File: src/rtl/ram32x8_fifo_controller_pkg.sv
// Shared constants, grant encoding and pointer/count helpers for the
// 32x8 single-port RAM FIFO controller.
package ram32x8_fifo_controller_pkg;

    localparam int DATA_WIDTH = 8;
    localparam int ADDR_WIDTH = 5;
    localparam int DEPTH      = 32;

    typedef enum logic {
        GRANT_PUSH = 1'b0,
        GRANT_POP  = 1'b1
    } grant_t;

    localparam logic [ADDR_WIDTH-1:0] PTR_ONE    = {{(ADDR_WIDTH-1){1'b0}}, 1'b1};
    localparam logic [ADDR_WIDTH:0]   COUNT_ONE  = {{ADDR_WIDTH{1'b0}}, 1'b1};
    localparam logic [ADDR_WIDTH:0]   COUNT_FULL = {1'b1, {ADDR_WIDTH{1'b0}}};

    function automatic logic [ADDR_WIDTH-1:0] ptr_next(input logic [ADDR_WIDTH-1:0] ptr);
        return ptr + PTR_ONE;
    endfunction

endpackage

File: src/rtl/ram32x8_fifo_controller_if.sv
// Requester-side bus of the FIFO controller: push/pop handshakes, read data
// and occupancy status.
interface ram32x8_fifo_controller_if;
    import ram32x8_fifo_controller_pkg::*;

    logic                  push_req;
    logic [DATA_WIDTH-1:0] data_in;
    logic                  push_ack;
    logic                  pop_req;
    logic                  pop_ack;
    logic [DATA_WIDTH-1:0] data_out;
    logic                  data_valid;
    logic                  full;
    logic                  empty;
    logic [ADDR_WIDTH:0]   count;

    modport master (
        output push_req, data_in, pop_req,
        input  push_ack, pop_ack, data_out, data_valid, full, empty, count
    );

    modport slave (
        input  push_req, data_in, pop_req,
        output push_ack, pop_ack, data_out, data_valid, full, empty, count
    );

endinterface

File: src/rtl/ram32x8_fifo_controller_row_decoder_5to32.sv
// Address-to-one-hot row decoder with enable; the same decode the RAM array
// uses for its own word lines.
module row_decoder_5to32
    import ram32x8_fifo_controller_pkg::*;
(
    input  logic                  i_en,
    input  logic [ADDR_WIDTH-1:0] i_addr,
    output logic [DEPTH-1:0]      o_row
);

    // One-hot decode, forced to all zeros when disabled
    always_comb begin
        o_row = {DEPTH{1'b0}};
        if (i_en) begin
            o_row[i_addr] = 1'b1;
        end else begin
            o_row = {DEPTH{1'b0}};
        end
    end

endmodule

File: src/rtl/ram32x8_fifo_controller.sv
// FIFO sequencer for the 32x8 single-port RAM: round-robin push/pop arbiter,
// pointers, occupancy and registered read data.
module ram32x8_fifo_controller
    import ram32x8_fifo_controller_pkg::*;
(
    input  logic                        i_clk,
    input  logic                        i_rst,
    ram32x8_fifo_controller_if.slave    fifo,
    output logic [DEPTH-1:0]            o_ram_row_select,
    output logic                        o_ram_write_enable,
    output logic [DATA_WIDTH-1:0]       o_ram_data_in,
    input  logic [DATA_WIDTH-1:0]       i_ram_data_out
);

    logic [ADDR_WIDTH-1:0] r_wr_ptr;
    logic [ADDR_WIDTH-1:0] r_rd_ptr;
    logic [ADDR_WIDTH:0]   r_count;
    logic [DATA_WIDTH-1:0] r_data_out;
    logic                  r_data_valid;
    grant_t                r_last_grant;

    logic                  w_full;
    logic                  w_empty;
    logic                  w_push_ok;
    logic                  w_pop_ok;
    logic                  w_grant_push;
    logic                  w_grant_pop;
    logic [ADDR_WIDTH-1:0] w_addr;

    assign w_full    = (r_count == COUNT_FULL);
    assign w_empty   = (r_count == {(ADDR_WIDTH+1){1'b0}});
    assign w_push_ok = fifo.push_req & ~w_full;
    assign w_pop_ok  = fifo.pop_req & ~w_empty;

    // Single-grant arbiter; on a tie the side not served last wins
    always_comb begin
        w_grant_push = 1'b0;
        w_grant_pop  = 1'b0;
        if (w_push_ok && w_pop_ok) begin
            w_grant_push = (r_last_grant == GRANT_POP);
            w_grant_pop  = (r_last_grant == GRANT_PUSH);
        end else begin
            w_grant_push = w_push_ok;
            w_grant_pop  = w_pop_ok;
        end
    end

    assign w_addr = w_grant_push ? r_wr_ptr : r_rd_ptr;

    row_decoder_5to32 u_row_decoder (
        .i_en   (w_grant_push | w_grant_pop),
        .i_addr (w_addr),
        .o_row  (o_ram_row_select)
    );

    assign o_ram_write_enable = w_grant_push;
    assign o_ram_data_in      = fifo.data_in;

    assign fifo.push_ack   = w_grant_push;
    assign fifo.pop_ack    = w_grant_pop;
    assign fifo.data_out   = r_data_out;
    assign fifo.data_valid = r_data_valid;
    assign fifo.full       = w_full;
    assign fifo.empty      = w_empty;
    assign fifo.count      = r_count;

    // Pointer, occupancy and read-data state; reset also clears mid-operation
    always_ff @(posedge i_clk) begin
        if (i_rst) begin
            r_wr_ptr     <= {ADDR_WIDTH{1'b0}};
            r_rd_ptr     <= {ADDR_WIDTH{1'b0}};
            r_count      <= {(ADDR_WIDTH+1){1'b0}};
            r_data_out   <= {DATA_WIDTH{1'b0}};
            r_data_valid <= 1'b0;
            r_last_grant <= GRANT_POP;
        end else begin
            r_data_valid <= w_grant_pop;
            if (w_grant_push) begin
                r_wr_ptr     <= ptr_next(r_wr_ptr);
                r_count      <= r_count + COUNT_ONE;
                r_last_grant <= GRANT_PUSH;
            end else if (w_grant_pop) begin
                r_data_out   <= i_ram_data_out;
                r_rd_ptr     <= ptr_next(r_rd_ptr);
                r_count      <= r_count - COUNT_ONE;
                r_last_grant <= GRANT_POP;
            end
        end
    end

endmodule

File: src/flat_wrapper.sv
// flat-port wrapper written by rule: the top's interface ports become plain ports
module ram32x8_fifo_controller_flat import ram32x8_fifo_controller_pkg::*;
  (i_clk, i_rst, o_ram_row_select, o_ram_write_enable, o_ram_data_in, i_ram_data_out, fifo_push_req, fifo_data_in, fifo_pop_req, fifo_push_ack, fifo_pop_ack, fifo_data_out, fifo_data_valid, fifo_full, fifo_empty, fifo_count);
  ram32x8_fifo_controller_if fifo_i ();
  input  logic i_clk;
  input  logic i_rst;
  output logic [DEPTH-1:0] o_ram_row_select;
  output logic o_ram_write_enable;
  output logic [DATA_WIDTH-1:0] o_ram_data_in;
  input  logic [DATA_WIDTH-1:0] i_ram_data_out;
  input wire logic [$bits(fifo_i.push_req)-1:0] fifo_push_req;
  input wire logic [$bits(fifo_i.data_in)-1:0] fifo_data_in;
  input wire logic [$bits(fifo_i.pop_req)-1:0] fifo_pop_req;
  output wire logic [$bits(fifo_i.push_ack)-1:0] fifo_push_ack;
  output wire logic [$bits(fifo_i.pop_ack)-1:0] fifo_pop_ack;
  output wire logic [$bits(fifo_i.data_out)-1:0] fifo_data_out;
  output wire logic [$bits(fifo_i.data_valid)-1:0] fifo_data_valid;
  output wire logic [$bits(fifo_i.full)-1:0] fifo_full;
  output wire logic [$bits(fifo_i.empty)-1:0] fifo_empty;
  output wire logic [$bits(fifo_i.count)-1:0] fifo_count;
  assign fifo_i.push_req = fifo_push_req;
  assign fifo_i.data_in = fifo_data_in;
  assign fifo_i.pop_req = fifo_pop_req;
  assign fifo_push_ack = fifo_i.push_ack;
  assign fifo_pop_ack = fifo_i.pop_ack;
  assign fifo_data_out = fifo_i.data_out;
  assign fifo_data_valid = fifo_i.data_valid;
  assign fifo_full = fifo_i.full;
  assign fifo_empty = fifo_i.empty;
  assign fifo_count = fifo_i.count;
  ram32x8_fifo_controller u_core (.i_clk(i_clk), .i_rst(i_rst), .fifo(fifo_i), .o_ram_row_select(o_ram_row_select), .o_ram_write_enable(o_ram_write_enable), .o_ram_data_in(o_ram_data_in), .i_ram_data_out(i_ram_data_out));
endmodule
File: config.mk
export PLATFORM = sky130hd
export DESIGN_NAME = ram32x8_fifo_controller_flat
export DESIGN_NICKNAME = d
export VERILOG_FILES = /design/src/rtl/ram32x8_fifo_controller_pkg.sv /design/src/rtl/ram32x8_fifo_controller_if.sv /design/src/rtl/ram32x8_fifo_controller_row_decoder_5to32.sv /design/src/rtl/ram32x8_fifo_controller.sv /design/src/flat_wrapper.sv
export SDC_FILE = /design/constraint.sdc
export NUM_CORES = 1
export LEC_CHECK = 0
export ABC_AREA = 0
export CORE_UTILIZATION = 40
export DETAILED_ROUTE_END_ITERATION = 6
export GPL_TIMING_DRIVEN = 0
export PLACE_DENSITY_LB_ADDON = 0.25
export SYNTH_ARGS = -nofsm -noshare
export SYNTH_HDL_FRONTEND = slang
export SYNTH_HIERARCHICAL = 1
export SYNTH_SLANG_ARGS = --single-unit
File: constraint.sdc
create_clock -name i_clk -period 5.5 [get_ports i_clk]
set_input_delay 1.65 -clock i_clk [delete_from_list [all_inputs] [get_ports i_clk]]
set_output_delay 1.65 -clock i_clk [all_outputs]
set_load 0.01 [all_outputs]
# == Word level (Yosys, flattened, before mapping) ==
# Cells that the tools add are included.
# word_totals
regBits,26
inputBits,20
out_inout_bits,60
# op_classes
n_addsub,4
order_cmp,2
n_eq_ne,1
muxes,10
n_bitwise,7
n_reduce_logical,5
# ops
op,count
32-bit two-way mux,1
6-bit two-way mux,2
5-bit by 1-bit adder with 5-bit output (second input constant),2
6-bit by 1-bit adder with 6-bit output (second input constant),1
6-bit equality test (second input constant),1
6-bit zero test,1
5-bit by 6-bit less-than comparator with 1-bit output (second input constant),1
6-bit by 1-bit subtractor with 6-bit output (second input constant),1
1-bit demux with 5-bit select,1
5-bit by 1-bit >= comparator with 1-bit output (second input constant),1
1-bit two-way mux,5
5-bit two-way mux,1
1-bit inverter,4
1-bit AND,2
1-bit logical AND,2
2-bit AND reduction,1
2-bit nonzero test,1
1-bit bitwise OR,1

# == Logic depth before layout (Yosys ltp) ==
# Gate-level depths: netlist (run 1).
# logic_depth
ltp_word,11
ltp_mapped,10

# == Cells and area by module ==
# The synthesis (run 1) kept the hierarchy.
# by_module_without_submodules
mod,n_inst,cells_per_inst,area_per_inst_um2,seq_area_each_um2
ram32x8_fifo_controller,1,158,1380.1,520.5
row_decoder_5to32,1,47,230.2,0.0

# == Worst setup path before layout (run 1) ==
# No wires, ideal clock.
# synth_timing
path_type,in2out
startpoint,in fifo_push_req
endpoint,out o_ram_row_select[0]
arrival_time_ns,3.409
required_ns,3.850
setup_slack_ns,0.441
cell_stages,5
n_path_buf,0
path_cell_list,a21boi_0 -> nand2_2 -> mux2_2 -> or4b_1 -> nor2_1
# synth_via
elab_chain_cells,9
# synth_rtl
element,line_no,text
from (decl),flat_wrapper.sv:11,input wire logic [$bits(fifo_i.push_req)-1:0] fifo_push_req;
1-bit AND *,ram32x8_fifo_controller.sv:32,assign w_push_ok = fifo.push_req & ~w_full;
1-bit logical AND,ram32x8_fifo_controller.sv:39,if (w_push_ok && w_pop_ok) begin
1-bit two-way mux *,ram32x8_fifo_controller.sv:39,
5-bit two-way mux *,ram32x8_fifo_controller.sv:48,assign w_addr = w_grant_push ? r_wr_ptr : r_rd_ptr;
net u_core.w_addr[3],ram32x8_fifo_controller.sv:28,logic [ADDR_WIDTH-1:0] w_addr;
5-bit by 6-bit less-than comparator with 1-bit output (not written as such) / 5-bit by 1-bit >= comparator with 1-bit output (equally long branches),ram32x8_fifo_controller_row_decoder_5to32.sv:15,o_row[i_addr] = 1'b1;
1-bit logical AND (not written as such),ram32x8_fifo_controller_row_decoder_5to32.sv:15,
1-bit two-way mux (not written as such),ram32x8_fifo_controller_row_decoder_5to32.sv:15,
1-bit demux with 5-bit select *,ram32x8_fifo_controller_row_decoder_5to32.sv:15,
32-bit two-way mux *,ram32x8_fifo_controller_row_decoder_5to32.sv:14,if (i_en) begin
to (decl),flat_wrapper.sv:7,output logic [DEPTH-1:0] o_ram_row_select;
# Mark *: on every way through the listed nets, which the timed path passes. The rest lies on a longest branch.

# == Worst setup path in the final report (run 1) ==
# layout_timing
startpoint,in fifo_pop_req
endpoint,out o_ram_row_select[4]
# layout_via
elab_chain_cells,9
# layout_rtl
element,line_no,text
from (decl),flat_wrapper.sv:13,input wire logic [$bits(fifo_i.pop_req)-1:0] fifo_pop_req;
1-bit AND *,ram32x8_fifo_controller.sv:33,assign w_pop_ok = fifo.pop_req & ~w_empty;
1-bit logical AND *,ram32x8_fifo_controller.sv:39,
1-bit two-way mux *,ram32x8_fifo_controller.sv:39,
5-bit two-way mux *,ram32x8_fifo_controller.sv:48,
net u_core.w_addr[0],ram32x8_fifo_controller.sv:28,
5-bit by 6-bit less-than comparator with 1-bit output (not written as such) / 5-bit by 1-bit >= comparator with 1-bit output (equally long branches),ram32x8_fifo_controller_row_decoder_5to32.sv:15,
1-bit logical AND (not written as such),ram32x8_fifo_controller_row_decoder_5to32.sv:15,
1-bit two-way mux (not written as such),ram32x8_fifo_controller_row_decoder_5to32.sv:15,
1-bit demux with 5-bit select *,ram32x8_fifo_controller_row_decoder_5to32.sv:15,
32-bit two-way mux *,ram32x8_fifo_controller_row_decoder_5to32.sv:14,
# Marks and branches as above.

==> results of run 1 <==
## layer usage
| metal | track usage (%) | wire (um) | vias to the layer above |
|---|---|---|---|
| met5 | 0 | 0 | - |
| met4 | 3.26 | 15 | 0 |
| met3 | 3.65 | 188 | 3 |
| met2 | 34.0 | 2260 | 44 |
| met1 | 23.7 | 1860 | 781 |
| li1 | - | - | 839 |
## worst paths after layout
| check | startpoint | endpoint | slack, ns | cells past startpoint |
|---|---|---|---|---|
| setup / recovery | fifo_pop_req | o_ram_row_select[4] | 0.08 | 9 |
| hold / removal | u_core/fifo.data_out[3] | u_core/fifo.data_out[3] | 0.46 | 2 |
| setup reg to reg | u_core/fifo.count[0] | u_core/fifo.count[5] | 2.36 | 11 |
| hold reg to reg | u_core/fifo.data_out[3] | u_core/fifo.data_out[3] | 0.46 | 2 |
## worst min-delay path, stage by stage, from the launching register on
cell and delay (ns):
dfxtp_1 0.32, nand2_1 0.05, a21oi_1 0.05
## cell type report
class	count	area [um^2]
buffer	16	103
clock buffer	3	41.3
clock inverter	1	30.0
fill	302	1140
inverter	5	18.8
multi-input combinational	155	1080
sequential	26	520
tap	48	60.1
timing repair buffer	77	778
## flip-flops by register name, indices dropped and copies added, names as in the netlist
name	flops
u_core/r_rd_ptr	5
u_core/fifo.data_out	8
u_core/fifo.data_valid	1
u_core/fifo.count	6
u_core/r_last_grant	1
u_core/r_wr_ptr	5
## cells in the mapped netlist, types with 2 or more instances
cell type | instances | area share (%)
nand4_1 | 4 | 1.6
a31oi_1 | 2 | 0.78
xor2_1 | 9 | 4.9
clkbuf_1 | 6 | 1.4
and2_1 | 3 | 1.2
buf_2 | 2 | 0.62
nand2_2 | 2 | 0.78
nor2_1 | 48 | 11
nand2b_1 | 2 | 0.78
ha_1 | 7 | 5.4
a21oi_1 | 11 | 3.4
mux2_2 | 5 | 3.5
nand2_1 | 14 | 3.3
nand4b_1 | 3 | 1.6
buf_4 | 10 | 4.7
inv_1 | 5 | 1.2
dfxtp_1 | 26 | 32
nor2b_1 | 4 | 1.6
nand3_1 | 13 | 4.0
mux2i_1 | 4 | 2.5
nand4bb_1 | 3 | 2.1
xnor2_1 | 2 | 1.1
## per-stage QoR
stage	hold WS [ns]	power (W)	instances
floorplan	0.458	0.000581	205
global placement	0.442	0.000753	323
detailed placement	0.449	0.000766	323
CTS	0.462	0.000941	327
global route	0.484	0.00103	331
finish	0.460	0.000964	331
## timing repair
action	4_1_cts	5_1_grt
cloned	0	0
buffers inserted	3	4
pin swaps	1	1
setup endpoints to repair	33	30
hold endpoints to repair	0	0
gates resized for setup	23	42
## report_power, final
part | switching, W | internal (W) | total, W
logic | 0.000264 | 0.000259 | 0.000523
clock network | 0.0000624 | 0.0000975 | 0.000160
registers | 0.0000495 | 0.000232 | 0.000281
total | 0.000376 | 0.000588 | 0.000964
## kinds of logic (layout without fill, tap and decap cells)
kind of cell / Yosys count / after routing / share of synthesized area [%]
mux: 10 / 10 / 6.68
fa+ha+maj: 8 / 8 / 6.68
buf+inv: 24 / 102 / 8.08
compound gates: 22 / 22 / 8.55
simple gates: 104 / 104 / 31.7
xor+xnor: 11 / 11 / 5.98
flops: 26 / 26 / 32.3
==> results.yml, run 1 <==
placement:
  place_ws_ns: -0.885
  port_buffers: 70
  hpwl_mm: 3.04
  placed_cell_area_mm2: 0.00237
  routabilityCongestion: 0.768
outcome:
  outcome: "completed"
die:
  dieArea_mm2: 0.00428
  coreArea_mm2: 0.00377
  fp.dieH_um: 65.5
  ioPinCount: 80
  dieWidth_um: 65.5
  initial_core_util_pct: 42.7
  rows: 22
cells_and_area:
  finalNetCount: 312
  mostFrequentLayoutCell: "nor2_1"
  final_cell_mix: "nor2_1, clkdlybuf4s50_1, dfxtp_1, dlymetal6s2s_1, buf_4"
  final_area_mm2: 0.00264
  syn2layout_area_growth_pct: 63.6
  diodes: 0
  layout-drive-gt1-share_pct: 16.6
  fin_util_pct: 69.9
synth:
  netlist_area_mm2: 0.00161
  yosysSeqAreaShare_pct: 32.3
  synthArstFlopShare_pct: 0
  syn_nets: 233
  ys_types: 42
  ys.flop_type: "dfxtp_1"
  synth-edff-count: 0
  yosysWarnings: 6
  avgSynthCellArea_um2: 7.86
  yosys_register_bits: 26
  syn_inst: 205
clock_network:
  cts_tree: "built"
  insertion_delay_ns: 0.28
  htreeDepth: 1
  clock-root-buffer: "clkbuf_8"
  hold_buffers: 0
  clock_sinks: 26
  clkTransAtPathRegs_ns: 0.09
  clk_path_buf_depth: 2
  numCtsBuffers: 3
critical_path:
  end_kind: "output pin"
  worstPathRequired_ns: 3.85
  arrival_ns: 3.77
  worstPathBufferInverterCount: 3
  cp_top_family: "buffers and inverters"
  path_cells: "clkdlybuf4s50_1 > nor2b_4 > o21ai_2 > nand2_4 > buf_4 > mux2_4 > or2_4 > nor2_1 > dlygate4sd2_1"
  cp_slowest_cell: "clkdlybuf4s50_1"
  slowest_delay_ns: 0.52
  critPathLaunchType: "input port"
  path_max_fanout: 8
  critPathKind: "in2out"
grt:
  grt_first_pass_wirelength_mm: 6.42
  overflow: 0
  grt_start_max_net_pins: 16
  antenna_found_initial: 0
  grtUsageTotal_pct: 19.0
  grt_pass1_vias: 1414
sta:
  fin_ws_ns: 0.0839
  setup_viol: 0
  period_share_pct: 98.5
  worstMarginPinSlew_ns: 0.632
  fin_crit_ns: 5.42
  drv_slew: 0
  finalSetupTns_ns: 0
  finalHoldViolCount: 0
  slew_headroom_pct: 57.5
  clock-skew-final_ns: 0.00573
  fmax_mhz: 185
power_and_ir_drop:
  vdd_drop_max_mv: 0.319
  leakagePower_nw: 1.46
  p_per_area_mw_per_mm2: 366
routing:
  via_count: 1667
  wl_per_cell_um: 13.1
  drc: 0
  first_pass_iters: 4
  drt_iter0_markers: 70
  wirelength_mm: 4.32
  antenna_left: 0
  vias_per_cell: 5.04
flow_run:
  maxCapViolations: 0
hold_path:
  hp-class: "reg2reg"
Power figures use the tool's default switching activity.
==> run 2, diff against run 1 <==
- MAX_ROUTING_LAYER: not set -> met4
==> run 2 against run 1 <==
  * Sequential cell count is the same
  * Sequential power is essentially flat
  * Global-route usage grew 0.48 points
  * Utilization is the same
  * Via count shrank 0.48%
  * Fmax shrank 0.12%
==> results.yml, run 2 (same netlist as run 1, synthesis figures left out) <==
outcome:
  outcome: "completed"
critical_path:
  critPathKind: "in2out"
  worstPathRequired_ns: 3.85
  path_max_fanout: 8
  end_kind: "output pin"
  cp_top_family: "buffers and inverters"
  arrival_ns: 3.77
  slowest_delay_ns: 0.52
  r2r_slack_ns: 2.36
  cp_slowest_cell: "clkdlybuf4s50_1"
  path_cells: "clkdlybuf4s50_1 > nor2b_4 > o21ai_2 > nand2_4 > mux2_4 > nand4b_1 > buf_4 > nor2_1 > dlygate4sd2_1"
  critPathLaunchType: "input port"
  worstPathBufferInverterCount: 3
grt:
  antenna_found_initial: 0
  grt_first_pass_wirelength_mm: 6.40
  grt_start_max_net_pins: 16
  grtUsageTotal_pct: 19.5
  overflow: 0
  grt_pass1_vias: 1417
die:
  ioPinCount: 80
  coreArea_mm2: 0.00377
  initial_core_util_pct: 42.7
  dieWidth_um: 65.5
  rows: 22
  dieArea_mm2: 0.00428
  fp.dieH_um: 65.5
sta:
  finalHoldViolCount: 0
  setup_viol: 0
  slew_headroom_pct: 57.5
  fin_crit_ns: 5.42
  fmax_mhz: 184
  worstMarginPinSlew_ns: 0.632
  clock-skew-final_ns: 0.00564
  period_share_pct: 98.6
  drv_slew: 0
routing:
  via_count: 1659
  antenna_left: 0
  vias_per_cell: 5.01
  drt_iter0_markers: 53
  first_pass_iters: 4
  wl_per_cell_um: 13.2
  drc: 0
  wirelength_mm: 4.35
placement:
  routabilityCongestion: 0.778
  dp_cells: 323
  placed_cell_area_mm2: 0.00237
  port_buffers: 70
  hpwl_mm: 3.04
cells_and_area:
  mostFrequentLayoutCell: "nor2_1"
  finalNetCount: 312
  syn2layout_area_growth_pct: 63.6
  multi_input_area_mm2: 0.00108
  final_cell_mix: "nor2_1, clkdlybuf4s50_1, dfxtp_1, dlymetal6s2s_1, buf_4"
  largest_reg_flops: 8
  layout-drive-gt1-share_pct: 16.6
  diodes: 0
  final_area_mm2: 0.00264
  ff_latch_area_um2: 520
  n_fill_cell: 301
  fin_util_pct: 69.9
  finalNonFillerCells: 331
power_and_ir_drop:
  vdd_drop_max_mv: 0.319
  finalPower_w: 0.000966
  p_per_area_mw_per_mm2: 366
  leakagePower_nw: 1.46
clock_network:
  clk_path_buf_depth: 2
  clock_sinks: 26
  insertion_delay_ns: 0.28
  htreeDepth: 1
  clkTransAtPathRegs_ns: 0.09
  hold_buffers: 0
  clock-root-buffer: "clkbuf_8"
  cts_tree: "built"
  numCtsBuffers: 3
hold_path:
  hp-class: "reg2reg"
flow_run:
  maxCapViolations: 0
==> run 2: final timing paths <==
check / startpoint / end / cells past startpoint
max: fifo_pop_req / o_ram_row_select[24] / 9
min: u_core/fifo.data_out[3] / u_core/fifo.data_out[3] / 2
max reg2reg: u_core/fifo.count[0] / u_core/fifo.count[5] / 11
min reg2reg: u_core/fifo.data_out[3] / u_core/fifo.data_out[3] / 2
==> run 2: worst register-to-register path, stage by stage (launching register included) <==
cell	delay, ns
dfxtp_1	0.38
or4_4	0.59
o21ai_2	0.28
nand2_4	0.12
buf_4	0.17
buf_4	0.17
ha_1	0.32
a21oi_1	0.14
nand2_1	0.10
a31oi_1	0.21
mux2i_1	0.22
mux2_1	0.33
==> run 2: final cells by class <==
type | instances | share of cell area (%)
buffer | 16 | 3.89
clock buffer | 3 | 1.57
clock inverter | 1 | 1.14
inverter | 5 | 0.712
multi-input combinational | 155 | 41.1
sequential | 26 | 19.8
tap | 48 | 2.28
timing repair buffer | 77 | 29.5
==> run 2: layer usage <==
metal	global-route usage, %	vias to the layer above	wire (um)
met2	34.0	42	2240
li1	-	841	-
met5	-	-	0
met1	23.6	771	1900
met3	3.65	5	189
met4	3.26	0	19
==> run 2: where the power goes <==
part	internal [W]	switching (W)	total (W)
combinational	0.000259	0.000266	0.000525
clock	0.0000975	0.0000623	0.000160
sequential	0.000232	0.0000496	0.000281
==> run 2: timing repair <==
item | 4_1_cts | 5_1_grt
pin swaps | 1 | 1
setup endpoints to repair | 33 | 30
gates resized for setup | 23 | 42
setup buffers | 3 | 4
==> run 2: metrics by stage <==
| stage | hold slack [ns] | worst slack [ns] | TNS (ns) |
|---|---|---|---|
| 2_1_floorplan | 0.458 | 0.441 | 0 |
| 3_3_place_gp | 0.442 | -0.844 | -19.72 |
| 3_5_place_dp | 0.449 | -0.885 | -20.46 |
| 4_1_cts | 0.462 | -0.222 | -3.07 |
| 5_1_grt | 0.484 | -0.0383 | -0.0639 |
| 6_report | 0.460 | 0.0773 | 0 |
